$ cat src/rtl/deser_pkg.sv
// Shared types and helpers for the bit deserializer.
// PARITY state exists only when BIT_DESERIALIZER_PARITY_EN is defined.
package deser_pkg;

`ifdef BIT_DESERIALIZER_PARITY_EN
    typedef enum logic [1:0] {
        IDLE   = 2'd0,
        SHIFT  = 2'd1,
        PARITY = 2'd2
    } state_t;
`else
    typedef enum logic [1:0] {
        IDLE  = 2'd0,
        SHIFT = 2'd1
    } state_t;
`endif

    // Number of bits needed to hold values 0..value-1; called as clog2(WIDTH+1).
    function automatic int clog2(input int value);
        int r;
        r = 0;
        while ((1 << r) < value) r++;
        return r;
    endfunction

endpackage

$ cat src/rtl/deser_shift_core.sv
// Assembly shift register and bit counter for the deserializer.
// word_out is the word as it will look after this cycle's shift, or the held word when hold is set.
module deser_shift_core
    import deser_pkg::*;
#(
    parameter int WIDTH     = 8,
    parameter int MSB_FIRST = 1
) (
    input  logic             clk,
    input  logic             reset,
    input  logic             d,
    input  logic             load,
    input  logic             shift,
    input  logic             hold,
    output logic [WIDTH-1:0] word_out,
    output logic             last
);
    localparam int CNT_W = clog2(WIDTH + 1);

    logic [WIDTH-1:0] word;
    logic [WIDTH-1:0] shift_word;
    logic [WIDTH-1:0] load_word;
    logic [CNT_W-1:0] cnt;

    always_comb begin
        load_word = '0;
        if (MSB_FIRST != 0) begin
            shift_word   = {word[WIDTH-2:0], d};
            load_word[0] = d;
        end else begin
            shift_word         = {d, word[WIDTH-1:1]};
            load_word[WIDTH-1] = d;
        end
    end

    assign last     = (cnt == CNT_W'(WIDTH - 1));
    assign word_out = hold ? word : shift_word;

    always_ff @(posedge clk) begin
        if (!reset) begin
            word <= '0;
            cnt  <= '0;
        end else if (load) begin
            word <= load_word;
            cnt  <= CNT_W'(1);
        end else if (shift) begin
            word <= shift_word;
            cnt  <= last ? '0 : cnt + CNT_W'(1);
        end
    end

endmodule

$ cat src/rtl/bit_deserializer.sv
// Serial-to-parallel deserializer: frame FSM, output register and valid/ready handshake.
// Define BIT_DESERIALIZER_PARITY_EN to append an even-parity bit per frame and expose parity_err.
module bit_deserializer
    import deser_pkg::*;
#(
    parameter int WIDTH     = 8,
    parameter int MSB_FIRST = 1
) (
    input  logic             clk,
    input  logic             reset,
    input  logic             d,
    input  logic             bit_en,
    input  logic             sof,
    input  logic             data_ready,
    output logic [WIDTH-1:0] data_out,
    output logic             data_valid,
    output logic             overflow,
    output logic             busy
`ifdef BIT_DESERIALIZER_PARITY_EN
    ,
    output logic             parity_err
`endif
);
    state_t           state, state_n;
    logic             load, shift, complete, hold, last;
    logic [WIDTH-1:0] word_out;
`ifdef BIT_DESERIALIZER_PARITY_EN
    logic             perr_in;
    assign hold = (state == PARITY);
`else
    assign hold = 1'b0;
`endif

    deser_shift_core #(.WIDTH(WIDTH), .MSB_FIRST(MSB_FIRST)) u_core (
        .clk      (clk),
        .reset    (reset),
        .d        (d),
        .load     (load),
        .shift    (shift),
        .hold     (hold),
        .word_out (word_out),
        .last     (last)
    );

    always_comb begin
        state_n  = state;
        load     = 1'b0;
        shift    = 1'b0;
        complete = 1'b0;
`ifdef BIT_DESERIALIZER_PARITY_EN
        perr_in  = 1'b0;
`endif
        case (state)
            IDLE: if (bit_en && sof) begin
                load    = 1'b1;
                state_n = SHIFT;
            end
            SHIFT: if (bit_en) begin
                if (sof) begin
                    load = 1'b1;
                end else begin
                    shift = 1'b1;
                    if (last) begin
`ifdef BIT_DESERIALIZER_PARITY_EN
                        state_n = PARITY;
`else
                        complete = 1'b1;
                        state_n  = IDLE;
`endif
                    end
                end
            end
`ifdef BIT_DESERIALIZER_PARITY_EN
            PARITY: if (bit_en) begin
                if (sof) begin
                    load    = 1'b1;
                    state_n = SHIFT;
                end else begin
                    // Even parity: data plus parity bit must carry an even count of ones.
                    complete = 1'b1;
                    perr_in  = ^{word_out, d};
                    state_n  = IDLE;
                end
            end
`endif
            default: state_n = IDLE;
        endcase
    end

    assign busy = (state != IDLE);

    always_ff @(posedge clk) begin
        if (!reset) begin
            state      <= IDLE;
            data_out   <= '0;
            data_valid <= 1'b0;
            overflow   <= 1'b0;
`ifdef BIT_DESERIALIZER_PARITY_EN
            parity_err <= 1'b0;
`endif
        end else begin
            state    <= state_n;
            overflow <= 1'b0;
            if (complete) begin
                // A consume on the same edge frees the register for the new word.
                if (!data_valid || data_ready) begin
                    data_out   <= word_out;
                    data_valid <= 1'b1;
`ifdef BIT_DESERIALIZER_PARITY_EN
                    parity_err <= perr_in;
`endif
                end else begin
                    overflow <= 1'b1;
                end
            end else if (data_valid && data_ready) begin
                data_valid <= 1'b0;
`ifdef BIT_DESERIALIZER_PARITY_EN
                parity_err <= 1'b0;
`endif
            end
        end
    end

endmodule

$ cat config.mk
export PLATFORM = sky130hd
export DESIGN_NAME = bit_deserializer
export DESIGN_NICKNAME = d
export VERILOG_FILES = /design/src/rtl/deser_pkg.sv /design/src/rtl/deser_shift_core.sv /design/src/rtl/bit_deserializer.sv
export SDC_FILE = /design/constraint.sdc
export NUM_CORES = 1
export LEC_CHECK = 0
export ABC_AREA = 0
export CELL_PAD_IN_SITES_DETAIL_PLACEMENT = 0
export CELL_PAD_IN_SITES_GLOBAL_PLACEMENT = 2
export CORE_MARGIN = 3
export CORE_UTILIZATION = 35
export DETAILED_ROUTE_END_ITERATION = 10
export PLACE_DENSITY_LB_ADDON = 0.1
export SLEW_MARGIN = 0
export SYNTH_ARGS = -nofsm -noshare
export SYNTH_HDL_FRONTEND = slang
export SYNTH_HIERARCHICAL = 1
export SYNTH_SLANG_ARGS = --single-unit
$ cat constraint.sdc
create_clock -name clk -period 3.6 [get_ports clk]
set_input_delay 0.72 -clock clk [delete_from_list [all_inputs] [get_ports clk]]
set_output_delay 0.72 -clock clk [all_outputs]
set_load 0.01 [all_outputs]
==> flow_summary_export.csv, run 1 <==
group,metric,value,unit
layout,area_delta_synth_final,19.60,%
critical_path,crit_buf_inv,1,
run,maxCapViolations,0,
hold_path,hold_class,"reg2reg",
logic_synthesis,yosysSeqAreaShare,43.71,%
clock_network,clkSlewWorstSetupHoldPaths,0.12,ns
route,dr.first_iter.drc_count,20,
floorplan,rows,19,
critical_path,r2r_start,"u_core/cnt[0]",
placed_design,place_ws,1.436,ns
route,wirelength,1799,um
placed_design,hpwlAfterDp,1315,um
critical_path,cp.depth,1,
floorplan,ioPinCount,17,
logic_synthesis,ys_top_cells_by_area,"dfxtp_1 (44%), mux2i_1 (16%), mux2_2 (8.6%), nand2_1 (6.4%), nor2_1 (3.2%)",
logic_synthesis,yosysTopAreaCellShare,43.71,%
grt,grtUsageTotal,10.78,%
route,antenna_left,0,
logic_synthesis,synth_largest_area_cell,"dfxtp_1",
clock_network,clock_latency,0.30,ns
sta,max_freq,498.8,MHz
critical_path,crit_type,"reg2out",
logic_synthesis,synthesis.nets,111,
critical_path,crit_end,"busy",
critical_path,r2r_cells,5,
sta,rsz0062_at_grt,"false",
placed_design,dp.cells,147,
critical_path,crit_arrival,1.29,ns
layout,final_cell_mix,"dfxtp_1 (23), nand2_1 (18), mux2i_1 (17)",
floorplan,die_area,3705,sq um
route,drcViolationCount,0,
critical_path,timing.reg2reg.setup_slack,1.97,ns
sta,fin_crit_sh,55.69,%
logic_synthesis,synth_area,1054,sq um
grt,antenna_found_initial,0,
logic_synthesis,avgSynthCellArea,10.13,sq um
critical_path,crit_slowest_cell,"clkdlybuf4s50_1",
grt,grt_pass1_wl,2898,um
outcome,status,"finished, final reports clean",
clock_network,cts_resized,0,
grt,grt_max_degree,27,
layout,drive_gt1_share,14.17,%
sta,setup_viol,0,
sta,fin_ws,1.595,ns
logic_synthesis,yosysWarnings,6,
critical_path,worst_setup_path_start_kind,"flip-flop",
sta,final.setup.tns,0,ns
layout,num-nets-final,128,
critical_path,max_stage_delay,0.56,ns
hold_path,min_from,"data_out[1]",
floorplan,coreArea,2805,sq um
floorplan,die_w,60.87,um
clock_network,hold_buffers,0,
critical_path,timing.critical_path.from,"state[0]",
grt,grt_pass1_vias,682,
route,dr.pass1.iters,4,
critical_path,reg2reg_to,"data_out[6]",
critical_path,path_max_fanout,4,
critical_path,worstPathCellList,"clkdlybuf4s50_1",
pwr,ir_drop,0.1671,mV
clock_network,cts_max_level,1,
clock_network,cts_inserted_buffers,3,
sta,finClkSkew,0.005344,ns
pwr,power_density,319.8,nW/um^2
route,wl_per_cell,11.91,um
critical_path,cpLargestDelayFamily,"buffers and inverters",
logic_synthesis,ys_types,27,
clock_network,post_cts_buffers,0,
floorplan,die_y,60.87,um
grt,overflow,0,
route,num_vias,768,
layout,diodes,0,
sta,hold_viol,0,
critical_path,worstPathRequired,2.88,ns
clock_network,cts_root_buf,"clkbuf_4",
sta,period_minus_slack,2.005,ns
placed_design,gp_congestion,0.6787,
clock_network,tritoncts,"yes",
pwr,p_leak,0.4735,nW
layout,final_cell_count_no_fill,151,
clock_network,clock_sinks,23,
layout,final_common_cell,"dfxtp_1",
clock_network,clockBufferDepth,2,
placed_design,port_buffers,16,
sta,drv_slew,0,
critical_path,endpoint_kind,"primary output",
logic_synthesis,synthCells,104,
logic_synthesis,ys_ff_latch,23,
route,viasPerCell,5.086,
floorplan,initial_core_util,37.56,%
==> cell type report <==
class	count	area (sq um)
multi-input combinational	76	565.5
tap	31	38.79
fill	299	1545
clock inverter	1	5.005
sequential	23	460.4
timing repair buffer	17	167.7
clock buffer	3	22.52
==> layer usage <==
metal | track usage [%] | routed length [um]
met1 | 13.57 | 868
met2 | 16.64 | 850
met3 | 2.553 | 57
met4 | 6.502 | 23
met5 | 0 | 0
==> synthesized netlist by cell type <==
cell type / n
conb_1: 1
o21ai_0: 1
a21bo_2: 1
mux2i_1: 17
buf_4: 1
buf_2: 4
mux2_2: 8
a21oi_1: 1
nand2b_1: 1
nand4b_4: 1
ha_1: 1
and2_1: 1
nor2_4: 1
and3b_1: 1
or2b_1: 1
dfxtp_1: 23
nand2_1: 18
o211a_1: 1
nand4_1: 1
a21boi_0: 2
nand3b_1: 4
nor2_1: 9
or4b_1: 1
nor2b_1: 1
and3b_2: 1
or3b_1: 1
o211ai_1: 1
==> state kept, by name (all words and copies together) (netlist names) <==
| register | cells |
|---|---|
| data_valid | 1 |
| overflow | 1 |
| data_out | 8 |
| state | 1 |
| u_core/word | 8 |
| u_core/cnt | 4 |
==> power by group <==
part | internal (mW) | switching [mW]
Sequential | 0.257 | 0.00281
Clock | 0.0414 | 0.0722
Combinational | 0.0153 | 0.0142
==> worst min path at each step <==
stage,to,cells past startpoint
after global routing,data_out[0],2
after detailed placement,data_out[2],2
final,data_out[1],2
after CTS,data_out[1],2
after global placement,data_out[5],2
after floorplan,u_core/word[7],2
==> metrics by stage <==
step	utilization (%)	area [sq um]	total power, mW	hold slack [ns]
CTS	44.92	1260	0.4152	0.4705
detailed placement	43.93	1232	0.2951	0.4512
global route	44.92	1260	0.4276	0.4924
global placement	43.93	1232	0.2948	0.4426
floorplan	-	1054	0.2841	0.4544
finish	44.92	1260	0.4030	0.4655
==> logic make-up after synthesis <==
logic type	count (synthesis)	synth area share, %
adder cells (fa/ha/maj)	1	1.187
AO/OA/AOI/OAI	7	4.987
buffers and inverters	5	2.613
other	1	0.3560
AND/OR/NAND/NOR	42	22.45
flip-flops	23	43.71
multiplexers	25	24.70
Note: power is estimated with default switching activity, not from simulation.
==> run 2: changes to the inputs <==
Settings changed: CORE_UTILIZATION 35 to 29.
Clock period 3.6 ns to 1.83 ns, I/O delays scaled along.
==> run 2 against run 1 <==
Net effect: worst hold slack better by 0.00074 ns; sequential share of layout area down 1.3 points; non-clock buffer count up 2; die area up 19%; flip-flop and latch count unchanged; largest cell class unchanged; largest power group unchanged.
==> flow_summary_export.csv, run 2 (same netlist as run 1, synthesis figures left out) <==
group,metric,value,unit
grt,overflow,0,
route,num_vias,752,
sta,whs,0.4663,ns
critical_path,path_max_fanout,4,
clock_network,cts_root_buf,"clkbuf_4",
pwr,p_leak,0.4838,nW
critical_path,crit_buf_inv,1,
route,route.met2.wl,855,um
route,drcViolationCount,0,
route,dr.pass1.iters,2,
clock_network,cts_max_level,1,
grt,grt_pass1_wl,3553,um
clock_network,tritoncts,"yes",
route,top_layer,"met4",
floorplan,initial_core_util,30.84,%
route,dr.first_iter.drc_count,26,
clock_network,clkSlewWorstSetupHoldPaths,0.12,ns
sta,max_freq,599.1,MHz
critical_path,crit_slowest_cell,"clkdlybuf4s50_1",
outcome,status,"finished, final reports clean",
clock_network,hold_buffers,0,
layout,largestRegisters,"data_out x8, u_core/word x8, u_core/cnt x4",
route,wl_met3,46,um
clock_network,clockBufferDepth,2,
floorplan,rows,21,
floorplan,die_area,4392,sq um
clock_network,cts_resized,0,
sta,hold_viol,0,
critical_path,endpoint_kind,"primary output",
sta,period_minus_slack,1.669,ns
clock_network,cts_inserted_buffers,3,
critical_path,worst_setup_path_start_kind,"flip-flop",
layout,area_delta_synth_final,23.87,%
route,wl_per_cell,11.65,um
critical_path,crit_arrival,1.30,ns
route,met1_length,1040,um
critical_path,worstPathRequired,1.46,ns
grt,grtUsageTotal,10.47,%
grt,antenna_found_initial,0,
clock_network,clock_latency,0.30,ns
hold_path,hold_class,"reg2reg",
clock_network,clock_sinks,23,
route,wirelength,1958,um
floorplan,die_y,66.27,um
layout,num-nets-final,130,
placed_design,port_buffers,16,
layout,final_cell_mix,"dfxtp_1 (23), nand2_1 (18), mux2i_1 (17)",
sta,finClkSkew,0.001857,ns
critical_path,cpLargestDelayFamily,"buffers and inverters",
layout,drive_gt1_share,14.75,%
sta,setup_viol,0,
floorplan,coreArea,3416,sq um
critical_path,max_stage_delay,0.57,ns
sta,rsz0062_at_grt,"false",
critical_path,crit_type,"reg2out",
route,antenna_left,0,
sta,final.setup.tns,0,ns
grt,grt_pass1_vias,805,
pwr,ir_drop,0.2439,mV
placed_design,gp_congestion,0.7279,
grt,grt_max_degree,18,
floorplan,die_w,66.27,um
critical_path,worstPathCellList,"clkdlybuf4s50_1",
run,maxCapViolations,0,
sta,fin_crit_sh,91.22,%
placed_design,hpwlAfterDp,1455,um
layout,diodes,0,
sta,drv_slew,0,
layout,final_common_cell,"dfxtp_1",
clock_network,post_cts_buffers,0,
floorplan,ioPinCount,17,
route,viasPerCell,4.476,
pwr,power_density,616.9,nW/um^2
-- run 2: per-stage QoR --
step	setup WS, ns	std cells	total power, mW	utilization, %	area, sq um
after floorplan	0.4123	104	0.5589	-	1054
after global placement	0.1053	164	0.5839	37.44	1279
after detailed placement	0.05344	164	0.5846	37.44	1279
after CTS	0.1347	168	0.8243	38.21	1305
after global routing	0.01914	168	0.8455	38.21	1305
final	0.1607	168	0.8050	38.21	1305
-- run 2: final timing paths --
check | startpoint | endpoint | slack, ns | cells after the start
setup / recovery | state[0] | busy | 0.16 | 1
hold / removal | data_out[4] | data_out[4] | 0.47 | 2
setup reg to reg | u_core/cnt[0] | data_out[1] | 0.20 | 5
hold reg to reg | data_out[4] | data_out[4] | 0.47 | 2
-- run 2: power by group --
group	switching, mW	internal (mW)
logic	0.0292	0.0335
registers	0.00558	0.506
clock network	0.146	0.0850
total	0.181	0.624
-- run 2: layer usage --
layer	global-route usage, %	up-vias
met1	13.82	349
li1	-	393
met3	2.211	2
met4	5.330	0
met2	15.86	8
met5	0	-
-- run 2: area by class of cell --
| type | instances | area (sq um) |
|---|---|---|
| fill | 372 | 2111 |
| multi-input combinational | 76 | 565.5 |
| sequential | 23 | 460.4 |
| timing repair buffer | 19 | 195.2 |
| tap | 46 | 57.56 |
| clock buffer | 4 | 26.28 |
==> RTL edit (settings of run 2) <==
Add a define of `BIT_DESERIALIZER_PARITY_EN`.
--- a/src/rtl/deser_pkg.sv
+++ b/src/rtl/deser_pkg.sv
@@ -2,2 +2,4 @@
 // PARITY state exists only when BIT_DESERIALIZER_PARITY_EN is defined.
+`define BIT_DESERIALIZER_PARITY_EN
+
 package deser_pkg;
Formal check against the unedited RTL (old outputs only; new: parity_err): not equivalent (a bounded check fails within 10 cycles, from zero or initial values and one cycle with reset low).
==> RTL edit against run 2 <==
The flow now finishes with violations (negative setup slack). Wire length grew 42%. Synthesized area grew 23%. Critical path depth grew 5. Via count grew 40%. Sequential cell count grew 2. Highest routed layer unchanged. Setup slack lost 250 ps. Cell area grew 42%.
Power is not compared: it rests on default switching activity, and its combinational part moved more than twofold at a synthesized area within 25%.
==> RTL edit: results (changes against run 2) <==
Status
  • Result of the run: finished, violations left
  • Violated checks: negative setup slack

GRT
  • Global-route usage over all layers: 10.9% (+0.41 points)
  • Met2 layer usage reported by global route: 18.3% (+2.5 points)
  • GR Util met1: 12.9% (-0.87 points)
  • Met3 capacity usage during global routing: 2.07% (-0.14 points)
  • Wire length of the first global-routing pass: 4.53 mm (+27%)
  • Largest net degree at the start of global routing: 15 (-3)
  • Number of global-route vias before repair: 1041 (+29%)

Placed design
  • Final HPWL from detailed placement: 2.09 mm (+44%)
  • PortBufs: 17 (+1)
  • Last weighted congestion value of the routability-driven placer: 0.727 (-0.16%)
  • Worst Setup Slack post-DPL: -226 ps (-279 ps)

Synth
  • Most frequent cells after synthesis: 25 x sky130_fd_sc_hd__dfxtp_1, 18 x sky130_fd_sc_hd__nor2_1, 17 x sky130_fd_sc_hd__mux2i_1
  • Share of synthesized area spent on multiplexers: 20.0% (-4.7 points)
  • Synthesized net count: 145 (+31%)
  • Leading post-synthesis cells by cell area: sky130_fd_sc_hd__dfxtp_1 38%, sky130_fd_sc_hd__mux2i_1 13%, sky130_fd_sc_hd__mux2_2 6.9%
  • Compound-gate portion of the synthesized area: 7.12% (+2.1 points)
  • Xor/xnor share of the synthesized area: 5.10% (+5.1 points)
  • Register area share after synthesis: 38.5% (-5.2 points)
  • Synth Instances: 133 (+28%)
  • Adder and majority cell fraction of the synthesized area: 5.77% (+4.6 points)
  • Number of library cell types mapped by synthesis: 37 (+37%)

Routing
  • Post-detailed-route via-to-cell ratio: 4.71 (+5.3%)
  • Routed vias: 1051 (+40%)
  • Routed wire length: 2.77 mm (+42%)
  • Met3 wire length: 92 um (+100%)
  • Routed wl met2: 1.32 mm (+55%)
  • Routed metal-1 wire length: 1.30 mm (+25%)
  • Detailed-router iteration count before antenna repair: 4 (+2)

Layout
  • Fraction of layout cells with a size suffix above 1: 31.8% (+17 points)
  • Net count of the finished layout: 186 (+43%)
  • Filler cells: 400 (+7.5%)
  • Final antenna diode count: 0 (unchanged)

Worst setup path
  • Launching point of the worst reg2reg path: state[0]$_SDFFE_PN0P_
  • Slowest Stage Delay on Critical Path: 440 ps (-130 ps)
  • Data arrival time of the worst path: 2080 ps (+780 ps)
  • CP max stage cell: sky130_fd_sc_hd__xnor3_1

STA
  • Final setup fails: 1 (+1)
  • Setup slack of the critical path after layout: -90.0 ps (-251 ps)
  • Fin Clk Skew: 3.53 ps (+1.68 ps)

CTS
  • Source-to-sink clock delay at the later pin of the worst-skew pair: 270 ps (-30 ps)
  • Clock transition at the register clock pins on the worst setup and hold paths after CTS: 80 ps (-40 ps)
  • Cell at the root of the clock tree: sky130_fd_sc_hd__clkbuf_8
-- RTL edit: cell count changes after synthesis, moves of 3 or more --
cell,run 2,this run
sky130_fd_sc_hd__xnor2_1,0,3
sky130_fd_sc_hd__inv_1,0,6
sky130_fd_sc_hd__nor3_1,0,4
sky130_fd_sc_hd__a21oi_1,1,5
sky130_fd_sc_hd__nor2_1,9,18
sky130_fd_sc_hd__nand2_1,18,4
sky130_fd_sc_hd__ha_1,1,6
-- RTL edit: path summary, 6_finish.rpt --
path              cells after the start  slack (ps)                       end
setup reg to reg                      6         -90   parity_err$_SDFFE_PN0P_
hold / removal                        2         500  data_out[1]$_SDFFE_PN0P_
hold reg to reg                       2         500  data_out[1]$_SDFFE_PN0P_
setup / recovery                      6         -90   parity_err$_SDFFE_PN0P_
-- RTL edit: cell type report --
class / instances / area share, %
multi-input cells: 97 / 45.7
flip-flops and latches: 25 / 27.1
repair buffers: 41 / 20.1
well taps: 50 / 3.37
clock buffers: 3 / 2.23
inverters: 6 / 1.21
clock inverters: 1 / 0.270
-- RTL edit: power by group through the flow --
stage                     registers [mW]  logic, mW  clock network, mW
after detailed placement           0.607      0.541                  0
after global placement             0.607      0.536                  0
after CTS                          0.595      0.536              0.343
after global routing               0.601      0.690              0.367
after floorplan                    0.613      0.293                  0
final                              0.598      0.624              0.320
-- RTL edit: per-stage QoR --
stage	hold slack [ps]	total power [mW]	area (um2)	setup TNS [ps]
global route	532	1.66	1850	-179
CTS	509	1.47	1800	-143
floorplan	461	0.906	1340	-157
global placement	482	1.14	1730	-535
detailed placement	485	1.15	1730	-552
finish	498	1.54	1850	-90.0
-- RTL edit: timing repair --
action                     CTS  global route
setup endpoints to repair    3            12
resized for setup            5            14
pin swaps                    2             5
gates cloned                 0             0
setup buffers                0             2
